`config.mk`:
```
export PLATFORM = sky130hd
export DESIGN_NAME = random_direction_picker
export DESIGN_NICKNAME = d
export VERILOG_FILES = /design/src/rtl/maze_pkg.sv /design/src/rtl/nth_set_bit_4.sv /design/src/rtl/random_direction_picker.sv
export SDC_FILE = /design/constraint.sdc
export NUM_CORES = 1
export LEC_CHECK = 0
export ABC_AREA = 0
export BUFFER_PORTS_ARGS = -buffer_cell sky130_fd_sc_hd__buf_2
export CAP_MARGIN = 30
export CORE_MARGIN = 2
export CORE_UTILIZATION = 60
export DETAILED_ROUTE_END_ITERATION = 10
export PLACE_DENSITY = 0.91
export RECOVER_POWER = 100
export REMOVE_ABC_BUFFERS = 1
export SKIP_LAST_GASP = 1
export SYNTH_ARGS = -nofsm -noshare
export SYNTH_HDL_FRONTEND = slang
export SYNTH_HIERARCHICAL = 1
export SYNTH_SLANG_ARGS = --single-unit
```
`constraint.sdc`:
```
create_clock -name clock -period 6 [get_ports clock]
set_input_delay 0.9 -clock clock [delete_from_list [all_inputs] [get_ports clock]]
set_output_delay 0.9 -clock clock [all_outputs]
set_load 0.02 [all_outputs]
```
`src/rtl/maze_pkg.sv`:
```
// Shared maze definitions: direction codes, mask mapping, picker FSM states.
// No logic of its own; constants and a helper only.
// Not applicable: no handshake lives here.
package maze_pkg;

    localparam logic [1:0] DIR_N = 2'd0;
    localparam logic [1:0] DIR_E = 2'd1;
    localparam logic [1:0] DIR_S = 2'd2;
    localparam logic [1:0] DIR_W = 2'd3;

    typedef enum logic [1:0] {
        ST_IDLE = 2'd0,
        ST_DRAW = 2'd1,
        ST_DONE = 2'd2
    } picker_state_t;

    // Bit i of a candidate mask stands for direction i.
    function automatic logic [3:0] dir_to_mask(input logic [1:0] dir);
        return 4'b0001 << dir;
    endfunction

endpackage

```
`src/rtl/nth_set_bit_4.sv`:
```
// Finds popcount, the r-th set bit (LSB first) and the lowest set bit of a 4-bit mask.
// Purely combinational, zero latency.
// No handshake; outputs follow inputs.
module nth_set_bit_4 (
    input  logic [3:0] mask,
    input  logic [1:0] r,
    output logic [2:0] count,
    output logic [1:0] index,
    output logic       in_range,
    output logic [1:0] lowest
);

    // Walk the mask once, counting set bits and catching the r-th one and the lowest one.
    always_comb begin
        logic [2:0] seen;
        seen   = 3'd0;
        index  = 2'd0;
        lowest = 2'd0;
        for (int i = 3; i >= 0; i--) begin
            if (mask[i]) begin
                lowest = 2'(i);
            end
        end
        for (int i = 0; i < 4; i++) begin
            if (mask[i]) begin
                if (seen == {1'b0, r}) begin
                    index = 2'(i);
                end
                seen = seen + 3'd1;
            end
        end
        count    = seen;
        in_range = ({1'b0, r} < seen);
    end

endmodule

```
`src/rtl/random_direction_picker.sv`:
```
// Picks a uniformly random legal maze direction from LFSR bits by rejection sampling.
// Latency: 1 edge for an empty mask, 2 edges for a first-draw hit, +SAMPLE_SPACING per rejection.
// Backpressure: result held with valid until ack; requests while busy are dropped, not queued.
module random_direction_picker
    import maze_pkg::*;
#(
    parameter int MAX_TRIES      = 8,
    parameter int SAMPLE_SPACING = 2
) (
    input  logic       clock,
    input  logic       reset,
    input  logic [7:0] lfsr_value,
    input  logic       request,
    input  logic [3:0] candidate_mask,
    input  logic       ack,
    output logic       busy,
    output logic       valid,
    output logic [1:0] direction,
    output logic       none_available,
    output logic       fallback
);

    picker_state_t state_q, state_d;
    logic [3:0]    mask_q;
    logic [3:0]    retry_q;
    logic [7:0]    space_q;

    logic [2:0]    pop_count;
    logic [1:0]    pick_index;
    logic          pick_in_range;
    logic [1:0]    pick_lowest;
    logic          draw_now;
    logic [3:0]    retry_inc;
    logic          retries_spent;

    // Only the two low LFSR bits feed a draw; the rest and the popcount are not needed here.
    logic          unused_bits;
    assign unused_bits = ^{lfsr_value[7:2], pop_count};

    nth_set_bit_4 u_nth_set_bit_4 (
        .mask     (mask_q),
        .r        (lfsr_value[1:0]),
        .count    (pop_count),
        .index    (pick_index),
        .in_range (pick_in_range),
        .lowest   (pick_lowest)
    );

    assign draw_now      = (state_q == ST_DRAW) && (space_q == 8'd0);
    assign retry_inc     = retry_q + 4'd1;
    assign retries_spent = (retry_inc == 4'(MAX_TRIES));

    // State register with synchronous active-low reset.
    always_ff @(posedge clock) begin
        if (!reset) begin
            state_q <= ST_IDLE;
        end else begin
            state_q <= state_d;
        end
    end

    // Next-state: accept, draw until hit or retries exhausted, wait for ack.
    always_comb begin
        state_d = state_q;
        case (state_q)
            ST_IDLE: begin
                if (request) begin
                    state_d = (candidate_mask == 4'b0000) ? ST_DONE : ST_DRAW;
                end
            end
            ST_DRAW: begin
                if (draw_now && (pick_in_range || retries_spent)) begin
                    state_d = ST_DONE;
                end
            end
            ST_DONE: begin
                if (ack) begin
                    state_d = ST_IDLE;
                end
            end
            default: state_d = ST_IDLE;
        endcase
    end

    // Outputs decoded from state; result fields come from the datapath registers.
    always_comb begin
        busy  = (state_q != ST_IDLE);
        valid = (state_q == ST_DONE);
    end

    // Datapath: latch mask on acceptance, run retry/spacing counters, capture the result.
    always_ff @(posedge clock) begin
        if (!reset) begin
            mask_q         <= 4'd0;
            retry_q        <= 4'd0;
            space_q        <= 8'd0;
            direction      <= DIR_N;
            none_available <= 1'b0;
            fallback       <= 1'b0;
        end else begin
            case (state_q)
                ST_IDLE: begin
                    if (request) begin
                        mask_q         <= candidate_mask;
                        retry_q        <= 4'd0;
                        space_q        <= 8'd0;
                        none_available <= (candidate_mask == 4'b0000);
                        fallback       <= 1'b0;
                        direction      <= DIR_N;
                    end
                end
                ST_DRAW: begin
                    if (draw_now) begin
                        if (pick_in_range) begin
                            direction <= pick_index;
                            fallback  <= 1'b0;
                        end else begin
                            retry_q <= retry_inc;
                            space_q <= 8'(SAMPLE_SPACING - 1);
                            // Out of retries: settle on the lowest legal neighbour.
                            if (retries_spent) begin
                                direction <= pick_lowest;
                                fallback  <= 1'b1;
                            end
                        end
                    end else begin
                        space_q <= space_q - 8'd1;
                    end
                end
                default: ;
            endcase
        end
    end

endmodule

```
==> results.sh, run 1 <==
export IMPL_pre_cts_ws_ns=2.65
export IMPL_cts_sinks=22
export IMPL_clk_latency_ns=0.31
export IMPL_nFillCells=199
export IMPL_antenna_found_initial=0
export IMPL_die_h_um=53.9
export IMPL_grt_pass1_vias=1219
export IMPL_hold_class="reg2reg"
export IMPL_coreArea_um2=2410
export IMPL_cts_root_buf="clkbuf_4"
export IMPL_fin_crit_sh_pct=62.4
export IMPL_ant_nets=0
export IMPL_wl_per_cell_um=15.1
export IMPL_post_cts_buffers=0
export IMPL_slowest_stage="nor4_1"
export IMPL_cp_end_kind="flip-flop"
export IMPL_synthesis_area_um2=1490
export IMPL_synth_cells=180
export IMPL_drtIter0Drc=75
export IMPL_antenna_cells=0
export IMPL_grt_setup_unrepaired="false"
export IMPL_worstPathCellList="inv_1, ha_1, xor2_1, a21oi_1, mux2_2, ha_1, o21a_1, o211ai_1, nor4_1, or3_1, mux2i_1"
export IMPL_cpPeakStageDelay_ns=0.82
export IMPL_tightest_slew_ns=0.815
export IMPL_io_pins=22
export IMPL_arrival_ns=3.94
export IMPL_drtPass1Iterations=4
export IMPL_finalSetupTns_ns=0
export IMPL_ys_warn_count=6
export IMPL_nNetsFinal=214
export IMPL_port_buffers=15
export IMPL_final_cell_mix="dfxtp_1 (22), nand2_1 (17), a21oi_1 (15), nor2_1 (15)"
export IMPL_start_kind="flip-flop"
export IMPL_mostFrequentLayoutCell="dfxtp_1"
export IMPL_power_total_w=0.000487
export IMPL_timing_critical_path_mode_cell="ha_1"
export IMPL_slew_violations=0
export IMPL_p_per_area_nw_per_um2=317
export IMPL_period_minus_slack_ns=3.75
export IMPL_skew_ns=0.0113
export IMPL_hpwl_mm=2.42
export IMPL_initial_utilization_pct=61.9
export IMPL_grt_max_degree=13
export IMPL_stdcell_count=218
export IMPL_die_x_um=53.9
export IMPL_num_rows=18
export IMPL_path_class="reg2reg"
export IMPL_drive_gt1_share_pct=9.57
export IMPL_grt_overflow_total=0
export IMPL_status="finished clean"
export IMPL_syn_area_per_cell_um2=8.29
export IMPL_grt_first_pass_wirelength_mm=5.15
export IMPL_setup_viol=0
export IMPL_layout_setup_ws_ns=2.25
export IMPL_p_leak_nw=0.601
export IMPL_drc=0
export IMPL_cts_max_path_buffers=2
export IMPL_cts_resized=0
export IMPL_cts_inserted_buffers=3
export IMPL_viasPerCell=6.26
export IMPL_die_area_um2=2900
export IMPL_cts_hold_fix_buffers=0
export IMPL_cp_max_fo=8
export IMPL_vias=1364
export IMPL_numPlacedInstances=215
export IMPL_maxCapViolCount=0
export IMPL_fin_util_pct=63.8
export IMPL_groute_usage_overall_pct=24.4
export IMPL_routed_wl_mm=3.29
export IMPL_fmax_ghz=0.267
export IMPL_hold_viol_final=0
export IMPL_gp_congestion=0.841
export IMPL_peakVddDrop_v=0.000255
export IMPL_htree_levels=1
export IMPL_area_growth_pct=3.10
export IMPL_relSlewSlack_pct=45.2
export IMPL_cts_tree="yes"
export IMPL_crit_required_ns=6.20
export IMPL_path_clk_slew_ns=0.12
[critical path: cells and delay by family, from the launching register on]
kind,cells,cell delay (ns)
and+or+nand+nor,2,1.23
adders and majority gates,2,0.75
DFF,1,0.49
AOI/OAI and AO/OA,3,0.47
muxes,2,0.40
xor gates and xnor gates,1,0.18
buffers and inverters,1,0.11
[stage by stage]
step	area [um2]	hold WS [ns]
2_1_floorplan	1440	0.450
4_1_cts	1570	0.503
3_5_place_dp	1550	0.475
5_1_grt	1540	0.524
3_3_place_gp	1550	0.465
6_report	1540	0.499
[per-layer routing]
layer	track usage (%)	wire length (um)	vias up
met5	0	0	-
met4	8.55	74	0
met3	5.83	163	12
met2	43.5	1700	45
met1	28.2	1350	639
li1	-	-	668
[power by group]
group	switching (W)	total (W)	internal, W
clock network	0.0000431	0.0000666	0.0000235
registers	0.0000328	0.000202	0.000169
logic	0.000132	0.000219	0.0000868
total	0.000208	0.000487	0.000279
[state kept, by name, indices dropped and copies added, names as in the netlist]
register	cells
state_q	2
mask_q	4
direction	2
none_available	1
space_q	8
retry_q	4
fallback	1
[final timing paths]
check                               startpoint        endpoint  slack, ns  depth (start not counted)
worst min register to register  none_available  none_available       0.50                          2
worst max-delay path                 mask_q[0]      retry_q[0]       2.25                         11
worst min-delay path            none_available  none_available       0.50                          2
worst max register to register       mask_q[0]      retry_q[0]       2.25                         11
[area by class of cell]
cell class | instances | area (um2) | area share [%]
inverters | 8 | 30.0 | 1.95
clock buffers | 3 | 22.5 | 1.46
multi-input cells | 140 | 941 | 61.2
flip-flops and latches | 22 | 440 | 28.6
repair buffers | 15 | 66.3 | 4.31
well taps | 30 | 37.5 | 2.44
Power figures use the tool's default switching activity.
==> inputs of run 2 (changes only) <==
--- a/config.mk
+++ b/config.mk
@@ -8,10 +8,11 @@
 export ABC_AREA = 0
 export BUFFER_PORTS_ARGS = -buffer_cell sky130_fd_sc_hd__buf_2
 export CAP_MARGIN = 30
+export CORE_ASPECT_RATIO = 0.5
 export CORE_MARGIN = 2
-export CORE_UTILIZATION = 60
+export CORE_UTILIZATION = 51
 export DETAILED_ROUTE_END_ITERATION = 10
-export PLACE_DENSITY = 0.91
+export PLACE_DENSITY = 0.83
 export RECOVER_POWER = 100
 export REMOVE_ABC_BUFFERS = 1
 export SKIP_LAST_GASP = 1
==> constraint.sdc (replaced) <==
create_clock -name clock -period 3.1 [get_ports clock]
set_input_delay 0.465 -clock clock [delete_from_list [all_inputs] [get_ports clock]]
set_output_delay 0.465 -clock clock [all_outputs]
set_load 0.02 [all_outputs]
==> results.sh, run 2 (same netlist as run 1, synthesis figures left out) <==
export IMPL_status="finished clean"
export IMPL_grt_overflow_total=0
export IMPL_cts_inserted_buffers=3
export IMPL_antenna_cells=0
export IMPL_p_per_area_nw_per_um2=669
export IMPL_reg_top3="space_q: 8 flops, mask_q: 4 flops, retry_q: 4 flops"
export IMPL_drtIter0Drc=60
export IMPL_grt_first_pass_wirelength_mm=5.27
export IMPL_die_x_um=80.5
export IMPL_coreArea_um2=2680
export IMPL_max_flop_register="space_q"
export IMPL_finalSetupTns_ns=0
export IMPL_whs_path_depth=3
export IMPL_groute_usage_overall_pct=19.5
export IMPL_maxCapViolCount=0
export IMPL_layout_setup_ws_ns=0.209
export IMPL_period_minus_slack_ns=2.89
export IMPL_drtPass1Iterations=7
export IMPL_rrSetupSlack_ns=0.21
export IMPL_routed_wl_mm=3.29
export IMPL_initial_utilization_pct=55.6
export IMPL_cp_end_kind="flip-flop"
export IMPL_path_clk_slew_ns=0.09
export IMPL_post_cts_buffers=0
export IMPL_cts_sinks=22
export IMPL_die_area_um2=3400
export IMPL_viasPerCell=5.78
export IMPL_num_rows=13
export IMPL_antenna_found_initial=0
export IMPL_pre_cts_ws_ns=0.139
export IMPL_fin_crit_sh_pct=93.2
export IMPL_cts_tree="yes"
export IMPL_clk_latency_ns=0.27
export IMPL_htree_levels=1
export IMPL_start_kind="flip-flop"
export IMPL_nNetsFinal=219
export IMPL_slew_violations=0
export IMPL_grt_max_degree=14
export IMPL_die_h_um=42.2
export IMPL_vias=1335
export IMPL_hold_class="in2reg"
export IMPL_hpwl_mm=2.38
export IMPL_drive_gt1_share_pct=14.9
export IMPL_skew_ns=0.00752
export IMPL_final_cell_mix="dfxtp_1 (22), nand2_1 (16), a21oi_1 (15), nor2_1 (15), buf_2 (9)"
export IMPL_rr_worst_depth=12
export IMPL_timing_rr_start="mask_q[1]"
export IMPL_p_leak_nw=0.652
export IMPL_critPathLaunch="mask_q[1]"
export IMPL_tightest_slew_ns=0.622
export IMPL_port_buffers=15
export IMPL_mostFrequentLayoutCell="dfxtp_1"
export IMPL_path_class="reg2reg"
export IMPL_grt_pass1_vias=1240
export IMPL_cts_root_buf="clkbuf_8"
export IMPL_worst_r2r_endpoint="retry_q[3]"
export IMPL_hold_viol_final=0
export IMPL_area_growth_pct=11.9
export IMPL_setup_viol=0
export IMPL_gp_congestion=0.842
export IMPL_wl_per_cell_um=14.2
export IMPL_crit_required_ns=3.24
export IMPL_cts_max_path_buffers=2
export IMPL_largest_register_ffs=8
export IMPL_numPlacedInstances=227
export IMPL_relSlewSlack_pct=57.9
export IMPL_arrival_ns=3.03
export IMPL_drc=0
export IMPL_cp_max_fo=7
export IMPL_grt_setup_unrepaired="false"
export IMPL_stdcell_count=231
export IMPL_fin_util_pct=62.2
export IMPL_cp_endpoint="retry_q[3]"
export IMPL_peakVddDrop_v=0.000421
export IMPL_fmax_ghz=0.346
export IMPL_io_pins=22
export IMPL_ant_nets=0
-- run 2: cell types whose count changed in the layout (fill, tap and decap cells not counted), sizes merged --
cell	before	now
bufinv	0	1
buf	8	13
-- run 2: worst min-delay path by stage --
stage	start	to
global route	candidate_mask[1]	mask_q[1]
detailed placement	direction[1]	direction[1]
CTS	candidate_mask[1]	mask_q[1]
floorplan	retry_q[2]	retry_q[2]
finish	candidate_mask[1]	mask_q[1]
global placement	direction[0]	direction[0]
-- run 2: through the flow --
step | hold WS [ns] | area, um2 | total power [W]
floorplan | 0.450 | 1440 | 0.000724
global placement | 0.454 | 1600 | 0.000821
detailed placement | 0.464 | 1600 | 0.000840
CTS | 0.436 | 1670 | 0.00111
global route | 0.441 | 1670 | 0.00118
finish | 0.438 | 1670 | 0.00112
-- run 2: report_power, final --
part           internal (W)  switching, W  leakage [nW]
clock network      0.000173     0.0000979        0.0357
logic              0.000188      0.000274         0.437
registers          0.000327     0.0000568         0.180
total              0.000688      0.000429         0.652
-- run 2: layout make-up --
class	instances	area (um2)
clock inverters	1	30.0
multi-input cells	140	980
repair buffers	20	101
flip-flops and latches	22	440
well taps	37	46.3
fillers	234	1010
clock buffers	3	41.3
inverters	8	30.0
-- run 2: routing by layer --
layer	up-vias	share of wire, %	track usage [%]
met5	-	0	0
met4	0	0.61	3.05
met3	4	3.0	5.17
met2	21	49	35.2
met1	634	47	23.8
li1	676	-	-
-- run 2: timing repair --
item	CTS	global route
hold buffers	0	0
setup endpoints to repair	0	7
resized for setup	0	4
-- run 2: worst max-delay path: stages, from the launching register on --
cell	delay, ns
dfxtp_1	0.34
inv_1	0.06
ha_2	0.40
xor2_1	0.17
mux2i_1	0.09
mux2_2	0.27
ha_1	0.27
o21a_1	0.16
o211ai_4	0.13
nor4_4	0.33
clkbuf_1	0.23
o221ai_1	0.14
nor3b_1	0.15
==> inputs of run 3 (changes only) <==
--- a/config.mk
+++ b/config.mk
@@ -6,7 +6,7 @@
 export NUM_CORES = 1
 export LEC_CHECK = 0
 export ABC_AREA = 0
-export BUFFER_PORTS_ARGS = -buffer_cell sky130_fd_sc_hd__buf_2
+export BUFFER_PORTS_ARGS = -buffer_cell sky130_fd_sc_hd__buf_4
 export CAP_MARGIN = 30
 export CORE_ASPECT_RATIO = 0.5
 export CORE_MARGIN = 2
==> constraint.sdc (replaced) <==
create_clock -name clock -period 2.65 [get_ports clock]
set_input_delay 0.3975 -clock clock [delete_from_list [all_inputs] [get_ports clock]]
set_output_delay 0.3975 -clock clock [all_outputs]
set_load 0.02 [all_outputs]
==> results.sh, run 3 (same netlist as run 1, synthesis figures left out) <==
export IMPL_port_buffers=15
export IMPL_design_area_um2=1930
export IMPL_antenna_cells=0
export IMPL_slew_violations=0
export IMPL_max_flop_register="space_q"
export IMPL_layout_setup_ws_ns=-0.178
export IMPL_fin_util_pct=71.7
export IMPL_htree_levels=1
export IMPL_path_clk_slew_ns=0.09
export IMPL_start_kind="flip-flop"
export IMPL_drtIter0Drc=47
export IMPL_nFillCells=207
export IMPL_ant_nets=0
export IMPL_arrival_ns=3.03
export IMPL_power_total_w=0.00148
export IMPL_hold_class="in2reg"
export IMPL_num_rows=13
export IMPL_peakVddDrop_v=0.000716
export IMPL_wl_per_cell_um=14.6
export IMPL_clk_latency_ns=0.27
export IMPL_grt_overflow_total=0
export IMPL_hold_start="candidate_mask[1]"
export IMPL_final_cell_mix="buf_4 (27), dfxtp_1 (20), nand2_1 (16)"
export IMPL_grt_setup_unrepaired="true"
export IMPL_skew_ns=0.0117
export IMPL_nNetsFinal=234
export IMPL_grt_pass1_vias=1314
export IMPL_grt_first_pass_wirelength_mm=5.71
export IMPL_cp_end_kind="flip-flop"
export IMPL_hold_viol_final=0
export IMPL_viasPerCell=5.74
export IMPL_setup_viol=15
export IMPL_fin_crit_sh_pct=107
export IMPL_hpwl_mm=2.55
export IMPL_drtPass1Iterations=4
export IMPL_grt_max_degree=14
export IMPL_p_per_area_nw_per_um2=766
export IMPL_fmax_ghz=0.354
export IMPL_cts_sinks=22
export IMPL_die_area_um2=3400
export IMPL_gp_congestion=0.796
export IMPL_period_minus_slack_ns=2.83
export IMPL_groute_usage_overall_pct=21.3
export IMPL_initial_utilization_pct=55.6
export IMPL_path_class="reg2reg"
export IMPL_rr_worst_depth=12
export IMPL_cts_root_buf="clkbuf_8"
export IMPL_crit_required_ns=2.85
export IMPL_stdcell_count=246
export IMPL_io_pins=22
export IMPL_cts_tree="yes"
export IMPL_cp_max_fo=4
export IMPL_die_h_um=42.2
export IMPL_largest_register_ffs=8
export IMPL_timing_rr_start="mask_q[0]"
export IMPL_place_area_um2=1730
export IMPL_routed_wl_mm=3.58
export IMPL_vias=1413
export IMPL_cts_hold_fix_buffers=0
export IMPL_p_leak_nw=0.768
export IMPL_cts_max_path_buffers=2
export IMPL_rrSetupSlack_ns=-0.18
export IMPL_failed_checks="setup timing"
export IMPL_cts_inserted_buffers=3
export IMPL_whs_ns=0.371
export IMPL_whs_path_depth=3
export IMPL_tightest_slew_ns=0.619
export IMPL_area_growth_pct=29.1
export IMPL_numPlacedInstances=239
export IMPL_relSlewSlack_pct=58.4
export IMPL_mostFrequentLayoutCell="buf_4"
export IMPL_drc=0
export IMPL_coreArea_um2=2680
export IMPL_maxCapViolCount=0
export IMPL_antenna_found_initial=0
export IMPL_status="finished, violations left"
export IMPL_min_to="mask_q[1]"
export IMPL_drive_gt1_share_pct=29.2
export IMPL_worst_r2r_endpoint="space_q[7]"
export IMPL_reg_top3="space_q: 8 flops, mask_q: 4 flops, retry_q: 4 flops"
export IMPL_die_x_um=80.5
run 3: timing repair:
action | in CTS | in global routing
endpoints found under the setup margin | 17 | 13
cloned | 0 | 0
endpoints found under the hold margin | 0 | 0
setup buffers | 1 | 2
resized for setup | 15 | 11
pin swaps | 9 | 10
run 3: report_power, final:
part | leakage (nW) | internal (W) | switching [W]
Clock | 0.0357 | 0.000202 | 0.000117
Sequential | 0.180 | 0.000384 | 0.0000663
Combinational | 0.552 | 0.000326 | 0.000381
Total | 0.768 | 0.000911 | 0.000564
run 3: worst max path at each step:
stage | endpoint | slack [ns] | startpoint | cells after the start
6_report | space_q[7] | -0.18 | mask_q[0] | 12
3_3_place_gp | space_q[1] | -0.13 | mask_q[0] | 11
5_1_grt | space_q[7] | -0.24 | mask_q[1] | 12
2_1_floorplan | space_q[1] | -0.26 | mask_q[0] | 11
4_1_cts | space_q[7] | -0.09 | mask_q[0] | 12
3_5_place_dp | space_q[7] | -0.29 | mask_q[0] | 12
run 3: worst max-delay path: stages, from the launching register on:
cell       delay [ns]
dfxtp_2          0.36
inv_2            0.05
ha_4             0.28
xor2_1           0.19
a21oi_1          0.10
mux2_4           0.28
ha_4             0.27
o21a_1           0.16
o211ai_4         0.15
nand2_4          0.12
o2111ai_4        0.14
or4_4            0.53
a21oi_2          0.12
run 3: routing by layer:
| metal | wire, um | share of wire [%] | global-route usage (%) |
|---|---|---|---|
| met3 | 86 | 2.4 | 4.09 |
| met2 | 1870 | 52 | 40.8 |
| met4 | 16 | 0.45 | 6.10 |
| met1 | 1610 | 45 | 24.0 |
| met5 | 0 | 0 | 0 |
run 3: layout make-up:
type                    instances  area (um2)  area share, %
well taps                      37        46.3           2.40
inverters                       8        30.0           1.56
flip-flops and latches         22         443           23.0
multi-input cells             140        1090           56.5
clock inverters                 1        30.0           1.56
clock buffers                   3        41.3           2.14
repair buffers                 35         248           12.9
run 3: stage by stage:
step / worst slack, ns / setup TNS (ns)
5_1_grt: -0.244 / -2.57
6_report: -0.178 / -1.61
3_5_place_dp: -0.286 / -2.75
3_3_place_gp: -0.133 / -0.790
4_1_cts: -0.0860 / -0.212
2_1_floorplan: -0.259 / -2.57
